$ cat src/rtl/pipeline_mem.sv
// MEM stage: EX/MEM register, single-outstanding data-memory access, store lane packing and load extension.
// Non-memory ops retire in one cycle; stallM_o holds upstream until a store is granted or a load response returns.
module pipeline_mem (
  input  logic        clk,
  input  logic        reset,
  input  logic        validE_i,
  input  logic        regWriteEnE_i,
  input  logic [1:0]  resultSrcE_i,
  input  logic        memReadE_i,
  input  logic        memWriteE_i,
  input  logic [2:0]  memFunct3E_i,
  input  logic [31:0] aluResultE_i,
  input  logic [31:0] writeDataE_i,
  input  logic [31:0] pcPlus4E_i,
  input  logic [31:0] extendedImmE_i,
  input  logic [4:0]  rdE_i,
  output logic        stallM_o,
  output logic        dmemReq_o,
  output logic        dmemWe_o,
  output logic [31:0] dmemAddr_o,
  output logic [3:0]  dmemWstrb_o,
  output logic [31:0] dmemWdata_o,
  input  logic        dmemGnt_i,
  input  logic        dmemRvalid_i,
  input  logic [31:0] dmemRdata_i,
  output logic        regWriteEnM_o,
  output logic [1:0]  resultSrcM_o,
  output logic [31:0] aluResultM_o,
  output logic [31:0] memReadDataM_o,
  output logic [31:0] pcPlus4M_o,
  output logic [31:0] extendedImmM_o,
  output logic [4:0]  rdM_o,
  output logic        misalignM_o
);

  typedef enum logic {IDLE, WAIT_R} state_t;

  typedef struct packed {
    logic        valid;
    logic        reg_we;
    logic [1:0]  result_src;
    logic        mem_rd;
    logic        mem_wr;
    logic [2:0]  funct3;
    logic [31:0] alu;
    logic [31:0] wdata;
    logic [31:0] pc4;
    logic [31:0] imm;
    logic [4:0]  rd;
  } stage_t;

  stage_t      stage_q, stage_d;
  state_t      state_q, state_d;
  logic        memop, misal, access, done, req;
  logic [1:0]  a;
  logic [7:0]  ld_byte;
  logic [15:0] ld_half;

  assign a     = stage_q.alu[1:0];
  assign memop = stage_q.mem_rd | stage_q.mem_wr;

  // Illegal widths are folded into misalign so they retire as bubbles too.
  always_comb begin
    case (stage_q.funct3)
      3'b000, 3'b100: misal = 1'b0;
      3'b001, 3'b101: misal = a[0];
      3'b010:         misal = (a != 2'b00);
      default:        misal = 1'b1;
    endcase
  end

  assign access = stage_q.valid & memop & ~misal;

  always_comb begin
    state_d = state_q;
    done    = 1'b0;
    req     = 1'b0;
    case (state_q)
      IDLE: begin
        if (access) begin
          req = 1'b1;
          if (dmemGnt_i) begin
            if (stage_q.mem_wr) done = 1'b1;
            else                state_d = WAIT_R;
          end
        end
      end
      WAIT_R: begin
        if (dmemRvalid_i) begin
          done    = 1'b1;
          state_d = IDLE;
        end
      end
      default: state_d = IDLE;
    endcase
  end

  assign stallM_o = access & ~done;

  always_comb begin
    stage_d = stage_q;
    if (!stallM_o) begin
      stage_d.valid      = validE_i;
      stage_d.reg_we     = regWriteEnE_i;
      stage_d.result_src = resultSrcE_i;
      stage_d.mem_rd     = memReadE_i;
      stage_d.mem_wr     = memWriteE_i;
      stage_d.funct3     = memFunct3E_i;
      stage_d.alu        = aluResultE_i;
      stage_d.wdata      = writeDataE_i;
      stage_d.pc4        = pcPlus4E_i;
      stage_d.imm        = extendedImmE_i;
      stage_d.rd         = rdE_i;
    end
  end

  always_ff @(posedge clk or posedge reset) begin
    if (reset) begin
      stage_q <= '0;
      state_q <= IDLE;
    end else begin
      stage_q <= stage_d;
      state_q <= state_d;
    end
  end

  assign dmemReq_o  = req;
  assign dmemWe_o   = stage_q.mem_wr;
  assign dmemAddr_o = {stage_q.alu[31:2], 2'b00};

  always_comb begin
    dmemWdata_o = '0;
    dmemWstrb_o = '0;
    if (stage_q.mem_wr) begin
      case (stage_q.funct3[1:0])
        2'b00: begin
          dmemWdata_o = {4{stage_q.wdata[7:0]}};
          dmemWstrb_o = 4'b0001 << a;
        end
        2'b01: begin
          dmemWdata_o = {2{stage_q.wdata[15:0]}};
          dmemWstrb_o = 4'b0011 << a;
        end
        default: begin
          dmemWdata_o = stage_q.wdata;
          dmemWstrb_o = 4'b1111;
        end
      endcase
    end
  end

  // Halfword lane only needs addr[1]; addr[0]=1 halfword loads never retire.
  always_comb begin
    case (a)
      2'd0:    ld_byte = dmemRdata_i[7:0];
      2'd1:    ld_byte = dmemRdata_i[15:8];
      2'd2:    ld_byte = dmemRdata_i[23:16];
      default: ld_byte = dmemRdata_i[31:24];
    endcase
    ld_half = a[1] ? dmemRdata_i[31:16] : dmemRdata_i[15:0];
  end

  always_comb begin
    memReadDataM_o = '0;
    if (stage_q.valid & stage_q.mem_rd) begin
      case (stage_q.funct3)
        3'b000:  memReadDataM_o = {{24{ld_byte[7]}}, ld_byte};
        3'b001:  memReadDataM_o = {{16{ld_half[15]}}, ld_half};
        3'b100:  memReadDataM_o = {24'b0, ld_byte};
        3'b101:  memReadDataM_o = {16'b0, ld_half};
        default: memReadDataM_o = dmemRdata_i;
      endcase
    end
  end

  assign misalignM_o    = stage_q.valid & memop & misal;
  assign regWriteEnM_o  = stage_q.valid & stage_q.reg_we & ~stallM_o & ~misalignM_o;
  assign resultSrcM_o   = stage_q.result_src;
  assign aluResultM_o   = stage_q.alu;
  assign pcPlus4M_o     = stage_q.pc4;
  assign extendedImmM_o = stage_q.imm;
  assign rdM_o          = stage_q.rd;

endmodule

$ cat config.mk
export PLATFORM = sky130hd
export DESIGN_NAME = pipeline_mem
export DESIGN_NICKNAME = d
export VERILOG_FILES = /design/src/rtl/pipeline_mem.sv
export SDC_FILE = /design/constraint.sdc
export NUM_CORES = 1
export LEC_CHECK = 0
export BUFFER_PORTS_ARGS = -buffer_cell sky130_fd_sc_hd__buf_2
export CORE_MARGIN = 4
export CORE_UTILIZATION = 35
export CTS_CLUSTER_SIZE = 8
export DETAILED_ROUTE_END_ITERATION = 6
export MAX_ROUTING_LAYER = met4
export PLACE_DENSITY = 0.72
export SKIP_LAST_GASP = 1
export SLEW_MARGIN = 20
export SYNTH_ARGS = -nofsm -noshare
export SYNTH_HDL_FRONTEND = slang
export SYNTH_SLANG_ARGS = --single-unit
export TNS_END_PERCENT = 1
$ cat constraint.sdc
create_clock -name clk -period 4.6 [get_ports clk]
set_input_delay 0.69 -clock clk [delete_from_list [all_inputs] [get_ports clk]]
set_output_delay 0.69 -clock clk [all_outputs]
set_load 0.02 [all_outputs]
* Yosys cells after proc, flatten, opt, wreduce, memory -nomap -nowiden *
Cells that the tools add are included.

word-level totals
  input port bits = 178
  output and inout port bits = 208
  flip-flop bits (word level) = 143
  logic and storage cells = 62

operators by class
  equality and inequality tests = 7
  bitwise operators = 14
  mux-type cells = 21
  shift-type cells = 2
  reduce and logical (&&, ||, !) cells = 6

operator list
  cell                   number
  $pmux W32 S4           1
  $mux W32               2
  $pmux W32 S2           1
  $pmux W8 S3            1
  $mux W16               1
  $mux W1                10
  $and A1 B1 Y1          8
  $pmux W4 S2            1
  $eq A3 B3 Y1 const B   2
  $not A1 Y1             5
  $eq A2 B1 Y1 const B   2
  $logic_not A2 Y1       2
  $mux W4                1
  $pmux W1 S2            2
  $reduce_or A2 Y1       2
  $shl A1 B2 Y4 const A  1
  $shl A2 B2 Y4 const A  1
  $eq A3 B1 Y1 const B   1
  $eq A3 B2 Y1 const B   1
  $logic_not A3 Y1       1
  $pmux W1 S3            1
  $eq A2 B2 Y1 const B   1
  $reduce_bool A2 Y1     1
  $or A1 B1 Y1           1

* Longest topological paths before layout *
Gate-level depths: netlist of run 1.

  depth after elaboration = 12
  depth in mapped cells = 8
  gate-level depth less buffers = 4

* Worst setup path after synthesis of run 1 *
OpenSTA, ideal clock, no wires.

  path type = input-to-output
  start point = input dmemRdata_i[31]
  end point = output memReadDataM_o[21]
  slack = 1.942 ns
  buffers on the path = 2
  data arrival time = 1.968 ns
  required time = 3.910 ns
  stages = 6
  cells stage by stage = mux2i_1 a2111oi_0 and3_1 clkbuf_1 clkbuf_1 a21o_1

between the ends
  word-level cells in the longest chain between the ends = 3
  elaborated cells between the ends (all ways) = 4
  those cells by class = mux (4)

ends and longest elaborated chain
  element                                  RTL line  source
  from (decl)                              25        input logic [31:0] dmemRdata_i,
  $pmux W8 S3 or $mux W16 (tied branches)  154, 160
  $pmux W32 S4 *                           166       case (stage_q.funct3)
  $mux W32 *                               165       if (stage_q.valid & stage_q.mem_rd) begin
  to (decl)                                29        output logic [31:0] memReadDataM_o,

Every way passes the cells marked *; elsewhere a longest branch is shown, timed or not.

* Worst setup path in the final report of run 1 *
  start point = register stage_q[133] (netlist bit)
  end point = output memReadDataM_o[5]

between the ends
  word-level cells in the longest chain between the ends = 3
  elaborated cells between the ends (all ways) = 6
  those cells by class = eq/ne (3); mux (2); reduce/logical (1)

ends and longest elaborated chain
  element                                     RTL line  source
  from (decl)                                 52        stage_t stage_q, stage_d;
  from (signal assigned)                      122       stage_q <= stage_d;
  $eq A3 B3 Y1, or another cell as far along  166
  $pmux W32 S4 *                              166
  $mux W32 *                                  165

Marked as above.

==> results of run 1 <==
## path summary, 6_finish.rpt
check / start / end / slack [ns] / cells after the start
min: reset / aluResultM_o[19]$_DFFE_PP0N_ / 0.33 / 2
min in group clk: validE_i / stage_q[141]$_DFFE_PP0N_ / 0.48 / 2
max in group asynchronous: reset / stage_q[86]$_DFFE_PP0N_ / 3.28 / 3
min reg2reg: extendedImmM_o[2]$_DFFE_PP0N_ / extendedImmM_o[2]$_DFFE_PP0N_ / 0.50 / 1
max: stage_q[133]$_DFFE_PP0N_ / memReadDataM_o[5] / 1.26 / 6
max reg2reg: stage_q[134]$_DFFE_PP0N_ / extendedImmM_o[8]$_DFFE_PP0N_ / 1.73 / 5
## flip-flops by register name, indices dropped and copies added, names as in the netlist
signal          count
rdM_o               5
dmemWe_o            1
resultSrcM_o        2
stage_q            38
pcPlus4M_o         32
state_q             1
extendedImmM_o     32
aluResultM_o       32
## worst max-delay path: stages (launching register included)
cell	delay (ns)
dfrtp_1	0.63
buf_4	0.33
nor3b_1	0.65
o211ai_1	0.26
o221ai_1	0.14
nor2_1	0.05
buf_2	0.17
## routing by layer
| metal | wire length, µm | GRT usage [%] |
|---|---|---|
| met3 | 1560 | 5.03 |
| met1 | 8690 | 19.4 |
| met5 | 0 | - |
| met4 | 538 | 5.52 |
| met2 | 11400 | 30.6 |
## cell type report
type                    count  area [µm²]
diodes                      3        7.51
clock buffers              17         425
clock inverters            15         143
fillers                  2109       12400
inverters                  12        50.0
multi-input cells         340        3110
flip-flops and latches    143        3580
well taps                 280         350
repair buffers            391        1990
## kinds of logic (layout without fill, tap and decap cells)
group	after synthesis	in the layout	share of synthesized area, %
other	1	5	0.0471
AND/OR/NAND/NOR	98	98	5.97
buffers and inverters	186	435	16.1
multiplexers	164	164	26.0
flip-flops	143	143	44.9
AO/OA/AOI/OAI	76	76	6.91
## cells in the final DEF, fill, tap and decap left out, types with 7 or more instances in the layout
| cell | n |
|---|---|
| a21boi_0 | 8 |
| a21o_1 | 18 |
| a221oi_1 | 8 |
| and2_1 | 16 |
| buf_2 | 383 |
| buf_4 | 7 |
| clkbuf_16 | 17 |
| dfrtp_1 | 141 |
| inv_1 | 11 |
| inv_6 | 9 |
| mux2_2 | 73 |
| mux2_4 | 68 |
| mux2i_1 | 23 |
| nand2_1 | 36 |
| nor2_1 | 22 |
| nor2b_1 | 10 |
| o21ai_0 | 10 |
| o22ai_1 | 10 |
## through the flow
step / setup slack [ns] / std cells
floorplan: 0.0721 / 669
global placement: 1.68 / 1166
detailed placement: 1.65 / 1166
CTS: 1.24 / 1198
global route: 1.06 / 1201
finish: 1.26 / 1201
## where the power goes
part | internal, W | total (W) | switching (W) | leakage [nW]
logic | 0.000527 | 0.00122 | 0.000693 | 3.27
registers | 0.00141 | 0.00155 | 0.000142 | 1.67
clock network | 0.000721 | 0.00133 | 0.000614 | 0.283
==> implementation parameters, run 1 <==
Parameter                              Value

Route
  Routed vias ... 5,668
  Initial detailed-routing violation count ... 223
  First drt pass iteration count ... 4
  Total wire length ... 22,200 µm
  Routed vias/inst ... 4.72
  DRC violation count after routing ... 0
  Average detailed-routed wire length per instance ... 18.5 µm
  Count of nets left with antenna violations after detail routing ... 0

Cells and area
  Fraction of the core area covered by cells at the end of the flow ... 43.7%
  Relative area change from synthesis to final layout ... 21.2%
  Net total in the final layout ... 1,083
  Share of post-route cells with drive strength above 1 ... 62.1%
  Finished layout cell area ... 9660 µm²

Yosys
  Post-synthesis instance total ... 668
  Proportion of synthesized flip-flops having asynchronous set or reset ... 100%
  Top cells by area in the synthesized netlist ... dfrtp_1 (45%), mux2_4 (13%), buf_4 (13%)
  Cell with the most instances after synthesis ... dfrtp_1
  Number of distinct library cells after synthesis ... 37
  Synthesis-stage register bit count ... 143
  Part of the Yosys area used for sequential elements ... 44.9%
  Count of flip-flops with a built-in enable after synthesis ... 0
  Post-Synthesis Mean Instance Area ... 11.9 µm²
  Ys Warns ... 0
  Leading register cell type out of synthesis ... dfrtp_1
  Fraction of synthesized cell area taken by the top area cell type ... 44.9%
  Total standard cell area after synthesis ... 7960 µm²
  Commonest cells post-synth ... dfrtp_1 (143), buf_4 (135), mux2_2 (73), mux2_4 (68), nand2_1 (36)
  Post-synthesis cell type with the largest combined area ... dfrtp_1

CTS
  Deepest level of the CTS H-tree ... 4
  Number of sinks driven by the clock tree ... 143
  Total of cells resized after clock tree synthesis ... 0
  Buffers from clock root to sink, at most ... 2
  Number of buffers created by CTS ... 17
  Post-CTS setup buffer count ... 0
  Library cell used as clock root buffer ... clkbuf_16
  Clock tree from TritonCTS ... done
  Insertion delay to the later sink of the worst-skew pair ... 0.41 ns
  Clock slew seen by the registers of the worst setup and hold paths ... 0.07 ns
  Hold buffer count at CTS ... 0

Die
  Placement Rows ... 54
  Area enclosed by the die boundary ... 25,200 µm²
  Horizontal die dimension ... 159 µm
  Y dimension of the die ... 159 µm
  Number of placed I/O pins ... 386
  Core outline area ... 22,100 µm²
  Starting density of the core ... 36.0%

Global routing
  Maximum number of pins on one net before global-route repair ... 78
  Total congestion overflow after global routing ... 0
  Number of global-route vias before repair ... 5,939
  Global router's overall resource usage ... 17.5%
  Initial antenna violation count ... 3
  Wire length of the first global-routing pass ... 34,000 µm

STA
  Number of slew-limit violations in the final report ... 0
  Tightest hold margin ... 0.330 ns
  Min Clock Period, post-route ... 3.34 ns
  Setup repair after global routing missed its margin ... no
  Setup-violating endpoint count in the final report ... 0
  Ratio of final minimum period to clock period ... 72.6%
  Accumulated negative setup slack ... 0 ns
  Highest Clock Rate ... 300 MHz
  Transition time of the tightest slew-check pin ... 0.916 ns
  Number of failing hold endpoints at the final stage ... 0
  Relative max-transition margin ... 38.9%
  Setup clock skew after layout ... 0.0107 ns

Placed design
  Standard cell area after detailed placement ... 9080 µm²
  Count of port buffers added during placement ... 383
  HPWL reported at the end of detailed placement ... 16,900 µm
  Routability cong. ... 0.922

Pwr
  Overall power after layout ... 0.00411 W
  Max IR drop VDD ... 0.000241 V
  Cell area power density ... 426 nW/µm²
  Leakage power of the design ... 5.22 nW

Min path
  Path category of the worst min-delay check ... in2async

Worst setup path
  Largest fanout on the critical path ... 19
  Category of the most critical setup path ... reg2out
  Data arrival time of the critical path ... 2.65 ns
  Capturing element type of the critical path ... output port
  Required time at the worst-slack endpoint ... 3.91 ns
  Startpoint types ... register

Job
  Max-capacitance violation count ... 0

Outcome
  Status ... finished, final reports clean
Power figures use the tool's default switching activity.
==> run 2, diff against run 1 <==
clock period = 2.7 ns   (was 4.6 ns; I/O delays follow)
==> run 2 against run 1 <==
  * Sequential power up 68%
  * Combinational power up 79%
  * Highest routed layer unchanged
  * Routed wire length rose by 2.1%
  * Critical endpoint is now memReadDataM_o[0]
  * Clock skew grew 0.0075 ns
  * Non-clock buffer count increased by 9
  * Via count increased by 0.92%
  * Sequential cell count unchanged
  * Worst setup slack got worse by 1.2 ns
==> implementation parameters, run 2 (same netlist as run 1, synthesis figures left out) <==
Parameter                              Value

Outcome
  Status ... finished, final reports clean

STA
  Highest Clock Rate ... 377 MHz
  Number of failing hold endpoints at the final stage ... 0 (unchanged)
  Setup clock skew after layout ... 0.0182 ns (+0.00752 ns)
  Min Clock Period, post-route ... 2.66 ns
  Accumulated negative setup slack ... 0 ns (unchanged)
  Setup-violating endpoint count in the final report ... 0 (unchanged)
  Setup repair after global routing missed its margin ... yes
  Ratio of final minimum period to clock period ... 98.3%
  Number of slew-limit violations in the final report ... 0 (unchanged)
  Relative max-transition margin ... 61.5% (+23 points)
  Transition time of the tightest slew-check pin ... 0.578 ns (-0.338 ns)

Route
  Average detailed-routed wire length per instance ... 18.7 µm (+1.1%)
  Total wire length ... 22,700 µm (+2.1%)
  Routed vias/inst ... 4.72 (about the same)
  Initial detailed-routing violation count ... 257 (+15%)
  DRC violation count after routing ... 0 (unchanged)
  First drt pass iteration count ... 4 (unchanged)
  Routed vias ... 5,720 (+0.92%)
  Count of nets left with antenna violations after detail routing ... 0 (unchanged)

Die
  Number of placed I/O pins ... 386 (unchanged)
  Area enclosed by the die boundary ... 25,200 µm² (unchanged)
  Y dimension of the die ... 159 µm (unchanged)
  Starting density of the core ... 36.0% (unchanged)
  Horizontal die dimension ... 159 µm (unchanged)
  Core outline area ... 22,100 µm² (unchanged)
  Placement Rows ... 54 (unchanged)

CTS
  Number of buffers created by CTS ... 17 (unchanged)
  Insertion delay to the later sink of the worst-skew pair ... 0.42 ns (about the same)
  Clock slew seen by the registers of the worst setup and hold paths ... 0.07 ns (about the same)
  Hold buffer count at CTS ... 0 (unchanged)
  Clock tree from TritonCTS ... done
  Post-CTS setup buffer count ... 0 (unchanged)
  Library cell used as clock root buffer ... clkbuf_16
  Buffers from clock root to sink, at most ... 2 (unchanged)
  Number of sinks driven by the clock tree ... 143 (unchanged)
  Deepest level of the CTS H-tree ... 4 (unchanged)

Pwr
  Clk pwr share ... 33.0% (+0.5 points)
  Leakage power of the design ... 5.29 nW (+1.4%)
  Cell-internal power ... 0.00466 W (+75%)
  Gate power share ... 30.5% (+0.8 points)
  Max IR drop VDD ... 0.000385 V (+60%)
  Switching power share of the total ... 34.9% (-0.34 points)
  Switching power of the nets ... 0.00250 W (+73%)
  Cell area power density ... 729 nW/µm² (+71%)
  Sequential share of power ... 36.5% (-1.3 points)

Worst setup path
  Worst path buffer plus inverter count ... 2 (unchanged)
  R2R depth ... 5 (unchanged)
  Slowest stage cell, crit path ... a21oi_1
  Worst reg2reg path endpoint ... extendedImmM_o[24]$_DFFE_PP0N_
  Data arrival time of the critical path ... 2.25 ns (-0.40 ns)
  Cell breakdown of the critical path ... buf_4 -> nand2b_1 -> a21oi_1 -> o221ai_1 -> nor2_1 -> buf_2
  Reg-to-Reg Start ... stage_q[135]$_DFFE_PP0N_
  Required time at the worst-slack endpoint ... 2.30 ns (-1.61 ns)
  Worst path depth ... 6 (unchanged)
  Critical path capture point ... memReadDataM_o[0]
  Worst setup path startpoint ... stage_q[133]$_DFFE_PP0N_
  Category of the most critical setup path ... reg2out
  Top delay family on crit path ... compound AO/OA/AOI/OAI gates
  Largest stage delay on the critical path ... 0.49 ns (-0.16 ns)
  Startpoint types ... register
  R2r setup slk ... 0.41 ns (-1.32 ns)
  Capturing element type of the critical path ... output port
  Largest fanout on the critical path ... 17 (-2)

Global routing
  Wire length of the first global-routing pass ... 34,800 µm (+2.4%)
  Initial antenna violation count ... 3 (unchanged)
  Global router's overall resource usage ... 17.9% (+0.33 points)
  Maximum number of pins on one net before global-route repair ... 88 (+13%)
  Number of global-route vias before repair ... 6,149 (+3.5%)
  Total congestion overflow after global routing ... 0 (unchanged)

Cells and area
  Number of flip-flops under the largest register name ... 38 (unchanged)
  Non-filler cells in the finished layout ... 1,212 (+0.92%)
  Total of fill cells in the finished design ... 2,095 (-0.66%)
  Top library cells by usage in the layout, fill and taps aside ... buf_2 (383), dfrtp_1 (142), mux2_2 (73)
  Register ranked first by flip-flop count ... stage_q
  Share of post-route cells with drive strength above 1 ... 62.8% (+0.73 points)
  Net total in the final layout ... 1,093 (+0.92%)
  Relative area change from synthesis to final layout ... 23.4%
  Most common cell after layout, fill and taps aside ... buf_2

Job
  Max-capacitance violation count ... 0 (unchanged)

Placed design
  Routability cong. ... 0.905 (-1.9%)
  Count of port buffers added during placement ... 383 (unchanged)
  HPWL reported at the end of detailed placement ... 17,500 µm (+3.4%)
  Number of cells after detailed placement ... 1,175 (+0.77%)

Min path
  Path category of the worst min-delay check ... in2async
## run 2: changes by cell type in the layout (fill, tap and decap cells not counted), sizes merged
cell,before,now
clkinvlp,0,3
inv,23,22
bufinv,0,1
buf,391,400
clkinv,4,1
diode,3,4
or2,2,3
## run 2: power groups by stage
stage                     logic, W  clock network, W  registers [W]
after floorplan            0.00182                 0        0.00257
after global placement     0.00216                 0        0.00264
after detailed placement   0.00219                 0        0.00264
after CTS                  0.00220           0.00244        0.00261
after global routing       0.00233           0.00253        0.00265
final                      0.00218           0.00237        0.00261
## run 2: worst reg2reg max path, cell delays in order, from the launching register on
cell	delay (ns)
dfrtp_1	0.42
or4_4	0.53
a21o_1	0.23
or2_4	0.38
buf_12	0.26
mux2_4	0.34
## run 2: what timing repair did
item,in CTS,in global routing
setup endpoints to repair,24,28
cloned,0,1
resized for setup,1,5
## run 2: layout make-up
| cell class | instances | area, µm² | share of cell area, % |
|---|---|---|---|
| Sequential cell | 143 | 3580 | 36.4 |
| Multi-Input combinational cell | 341 | 3140 | 31.9 |
| Timing Repair Buffer | 400 | 2110 | 21.5 |
| Clock buffer | 17 | 425 | 4.33 |
| Tap cell | 280 | 350 | 3.57 |
| Clock inverter | 15 | 163 | 1.66 |
| Inverter | 12 | 48.8 | 0.497 |
| Antenna cell | 4 | 10.0 | 0.102 |
## run 2: worst min-delay path by stage
| stage | endpoint | from | depth (start not counted) | slack [ns] |
|---|---|---|---|---|
| global placement | extendedImmM_o[5]$_DFFE_PP0N_ | extendedImmM_o[5]$_DFFE_PP0N_ | 1 | 0.49 |
| global route | pcPlus4M_o[31]$_DFFE_PP0N_ | reset | 3 | 0.1 |
| finish | pcPlus4M_o[23]$_DFFE_PP0N_ | reset | 3 | 0.09 |
| detailed placement | pcPlus4M_o[12]$_DFFE_PP0N_ | pcPlus4M_o[12]$_DFFE_PP0N_ | 1 | 0.49 |
| CTS | extendedImmM_o[30]$_DFFE_PP0N_ | reset | 3 | 0.09 |
| floorplan | stage_q[85]$_DFFE_PP0N_ | stage_q[85]$_DFFE_PP0N_ | 1 | 0.48 |
## run 2: per-layer routing
layer | part of all wire [%] | wire length, µm | global-route usage, % | up-vias
li1 | - | - | - | 2661
met1 | 40 | 8990 | 20.0 | 2777
met2 | 52 | 11700 | 31.0 | 255
met3 | 6.3 | 1440 | 4.92 | 27
met4 | 2.5 | 571 | 5.96 | 0
met5 | 0 | 0 | - | -
## run 2: per-stage QoR
step | util [%] | hold slack [ns] | power [W] | area, µm² | setup slack (ns)
final | 44.5 | 0.0892 | 0.00716 | 9820 | 0.0446
after global routing | 44.5 | 0.0971 | 0.00751 | 9820 | -0.0448
after CTS | 44.3 | 0.0904 | 0.00725 | 9790 | -0.0313
after floorplan | - | 0.480 | 0.00439 | 7970 | 0.379
after detailed placement | 41.6 | 0.488 | 0.00484 | 9200 | 0.366
after global placement | 41.6 | 0.486 | 0.00480 | 9200 | 0.376
==> run 3, diff against run 2 <==
PLACE_DENSITY = 0.69   (was 0.72)
clock period = 2.93 ns   (was 2.7 ns; I/O delays follow)
==> run 3 against run 2 <==
  * Via count down 0.52%
  * First-iteration DRC count down 3.1%
  * Sequential share of layout area up 0.088 points
  * Critical path depth down 1
  * Core utilization down 0.11 points
  * Hold slack better by 0.035 ns
  * Die area unchanged
  * Global-route usage down 0.67 points
  * Sequential power down 7%
  * Cell count down 0.74%
  * Clock skew down 0.0061 ns
==> implementation parameters, run 3 (same netlist as run 1, synthesis figures left out) <==
Parameter                              Value

CTS
  Clock slew seen by the registers of the worst setup and hold paths ... 0.06 ns (about the same)
  Deepest level of the CTS H-tree ... 4 (unchanged)
  Clock tree from TritonCTS ... done
  Hold buffer count at CTS ... 0 (unchanged)
  Insertion delay to the later sink of the worst-skew pair ... 0.41 ns (about the same)
  Number of sinks driven by the clock tree ... 143 (unchanged)
  Buffers from clock root to sink, at most ... 2 (unchanged)
  Library cell used as clock root buffer ... clkbuf_16
  Post-CTS setup buffer count ... 0 (unchanged)
  Number of buffers created by CTS ... 17 (unchanged)

Global routing
  Met2 GRT Util ... 30.0% (-0.96 points)
  Met1 Track Usage GR ... 19.3% (-0.72 points)
  Total congestion overflow after global routing ... 0 (unchanged)
  Gr busiest metal ... met2
  Wire length of the first global-routing pass ... 33,600 µm (-3.6%)
  Global routing usage on met3 ... 4.25% (-0.67 points)
  Global router's overall resource usage ... 17.2% (-0.67 points)
  Number of global-route vias before repair ... 5,994 (-2.5%)
  Initial antenna violation count ... 2 (-1)
  Maximum number of pins on one net before global-route repair ... 64 (-27%)

Placed design
  Number of cells after detailed placement ... 1,168 (-0.60%)
  HPWL reported at the end of detailed placement ... 16,800 µm (-4.2%)
  Count of port buffers added during placement ... 383 (unchanged)
  Worst slack, placed ... 0.451 ns (+0.0849 ns)
  Routability cong. ... 0.906 (about the same)

Route
  Total wire length ... 21,900 µm (-3.4%)
  Routed vias/inst ... 4.73 (+0.22%)
  DRC violation count after routing ... 0 (unchanged)
  Average detailed-routed wire length per instance ... 18.2 µm (-2.7%)
  Initial detailed-routing violation count ... 249 (-3.1%)
  First drt pass iteration count ... 5 (+1)
  Count of nets left with antenna violations after detail routing ... 0 (unchanged)
  Routed vias ... 5,690 (-0.52%)

STA
  Min Clock Period, post-route ... 2.86 ns
  Ratio of final minimum period to clock period ... 97.6%
  Setup repair after global routing missed its margin ... yes
  Final worst slack ... 0.0699 ns (+0.0254 ns)
  Highest Clock Rate ... 350 MHz
  Number of failing hold endpoints at the final stage ... 0 (unchanged)
  Transition time of the tightest slew-check pin ... 0.705 ns (+0.127 ns)
  Setup clock skew after layout ... 0.0121 ns (-0.00614 ns)
  Setup-violating endpoint count in the final report ... 0 (unchanged)
  Tightest hold margin ... 0.124 ns (+0.0345 ns)
  Relative max-transition margin ... 53.0% (-8.5 points)
  Number of slew-limit violations in the final report ... 0 (unchanged)

Die
  Area enclosed by the die boundary ... 25,200 µm² (unchanged)
  Core outline area ... 22,100 µm² (unchanged)
  Placement Rows ... 54 (unchanged)
  Starting density of the core ... 36.0% (unchanged)
  Number of placed I/O pins ... 386 (unchanged)
  Y dimension of the die ... 159 µm (unchanged)
  Horizontal die dimension ... 159 µm (unchanged)

Min path
  Path category of the worst min-delay check ... in2async

Worst setup path
  Category of the most critical setup path ... reg2out
  Reg-to-Reg Start ... aluResultM_o[1]$_DFFE_PP0N_
  Capturing element type of the critical path ... output port
  Data arrival time of the critical path ... 2.42 ns (+0.17 ns)
  R2R depth ... 5 (unchanged)
  Startpoint types ... register
  R2r setup slk ... 0.42 ns (about the same)
  Required time at the worst-slack endpoint ... 2.49 ns (+0.19 ns)
  Worst reg2reg path endpoint ... stage_q[82]$_DFFE_PP0N_
  Largest fanout on the critical path ... 24 (+7)

Job
  Max-capacitance violation count ... 0 (unchanged)

Pwr
  Overall power after layout ... 0.00679 W (-5.2%)
  Max IR drop VDD ... 0.000355 V (-7.9%)
  Cell area power density ... 693 nW/µm² (-5.0%)
  Leakage power of the design ... 5.27 nW (-0.41%)

Outcome
  Status ... finished, final reports clean

Cells and area
  Number of flip-flops under the largest register name ... 38 (unchanged)
  Register ranked first by flip-flop count ... stage_q
  Area occupied by multi-input gates ... 3120 µm² (-0.68%)
  Net total in the final layout ... 1,085 (-0.73%)
  Total of fill cells in the finished design ... 2,093 (-0.095%)
  Most common cell after layout, fill and taps aside ... buf_2
  Relative area change from synthesis to final layout ... 23.1%
  Fraction of the core area covered by cells at the end of the flow ... 44.4% (-0.11 points)
  Top library cells by usage in the layout, fill and taps aside ... buf_2 (383), dfrtp_1 (142), mux2_2 (73)
  Register cell area after layout ... 3580 µm² (unchanged)
  Share of post-route cells with drive strength above 1 ... 62.2% (-0.65 points)
  Non-filler cells in the finished layout ... 1,203 (-0.74%)
==> run 3: how the worst max path moves through the flow <==
| stage | from | depth (start not counted) | slack [ns] | end |
|---|---|---|---|---|
| floorplan | aluResultM_o[1]$_DFFE_PP0N_ | 8 | 0.57 | stallM_o |
| global placement | stage_q[134]$_DFFE_PP0N_ | 5 | 0.48 | memReadDataM_o[8] |
| detailed placement | aluResultM_o[1]$_DFFE_PP0N_ | 5 | 0.45 | memReadDataM_o[23] |
| CTS | aluResultM_o[0]$_DFFE_PP0N_ | 5 | 0.004 | memReadDataM_o[5] |
| global route | aluResultM_o[1]$_DFFE_PP0N_ | 5 | -0.12 | memReadDataM_o[16] |
| finish | stage_q[134]$_DFFE_PP0N_ | 5 | 0.07 | memReadDataM_o[10] |
==> run 3: area by class of cell <==
| type | instances | area share [%] |
|---|---|---|
| antenna | 3 | 0.0766 |
| inverter | 12 | 0.498 |
| sequential | 143 | 36.5 |
| multi-input combinational | 340 | 31.8 |
| clock buffer | 18 | 4.38 |
| clock inverter | 14 | 2.32 |
| timing repair buffer | 393 | 20.8 |
| tap | 280 | 3.57 |
==> run 3: per-stage QoR <==
stage | TNS, ns | instance area, µm²
after global placement | 0 | 9130
after CTS | 0 | 9790
after global routing | -2.43 | 9800
after floorplan | 0 | 7970
after detailed placement | 0 | 9130
final | 0 | 9800
==> run 3: where the power goes <==
part / switching, W / internal, W
combinational: 0.00110 / 0.000838
clock: 0.000890 / 0.00153
sequential: 0.000206 / 0.00222
total: 0.00220 / 0.00459
==> run 3: routing by layer <==
layer	up-vias	wire length (µm)
li1	2634	-
met1	2761	8570
met2	261	11400
met3	34	1460
met4	0	528
met5	-	0
==> run 3: worst max-delay path, cell delays in order, from the launching register on <==
cell and delay, ns:
dfrtp_2 0.57, nor2_1 0.45, nor2_1 0.08, a21oi_1 0.57, a221oi_1 0.14, buf_2 0.22
==> run 3: timing repair <==
item / CTS / global route
pin swaps: 0 / 0
setup endpoints to repair: 16 / 30
resized for setup: 1 / 1
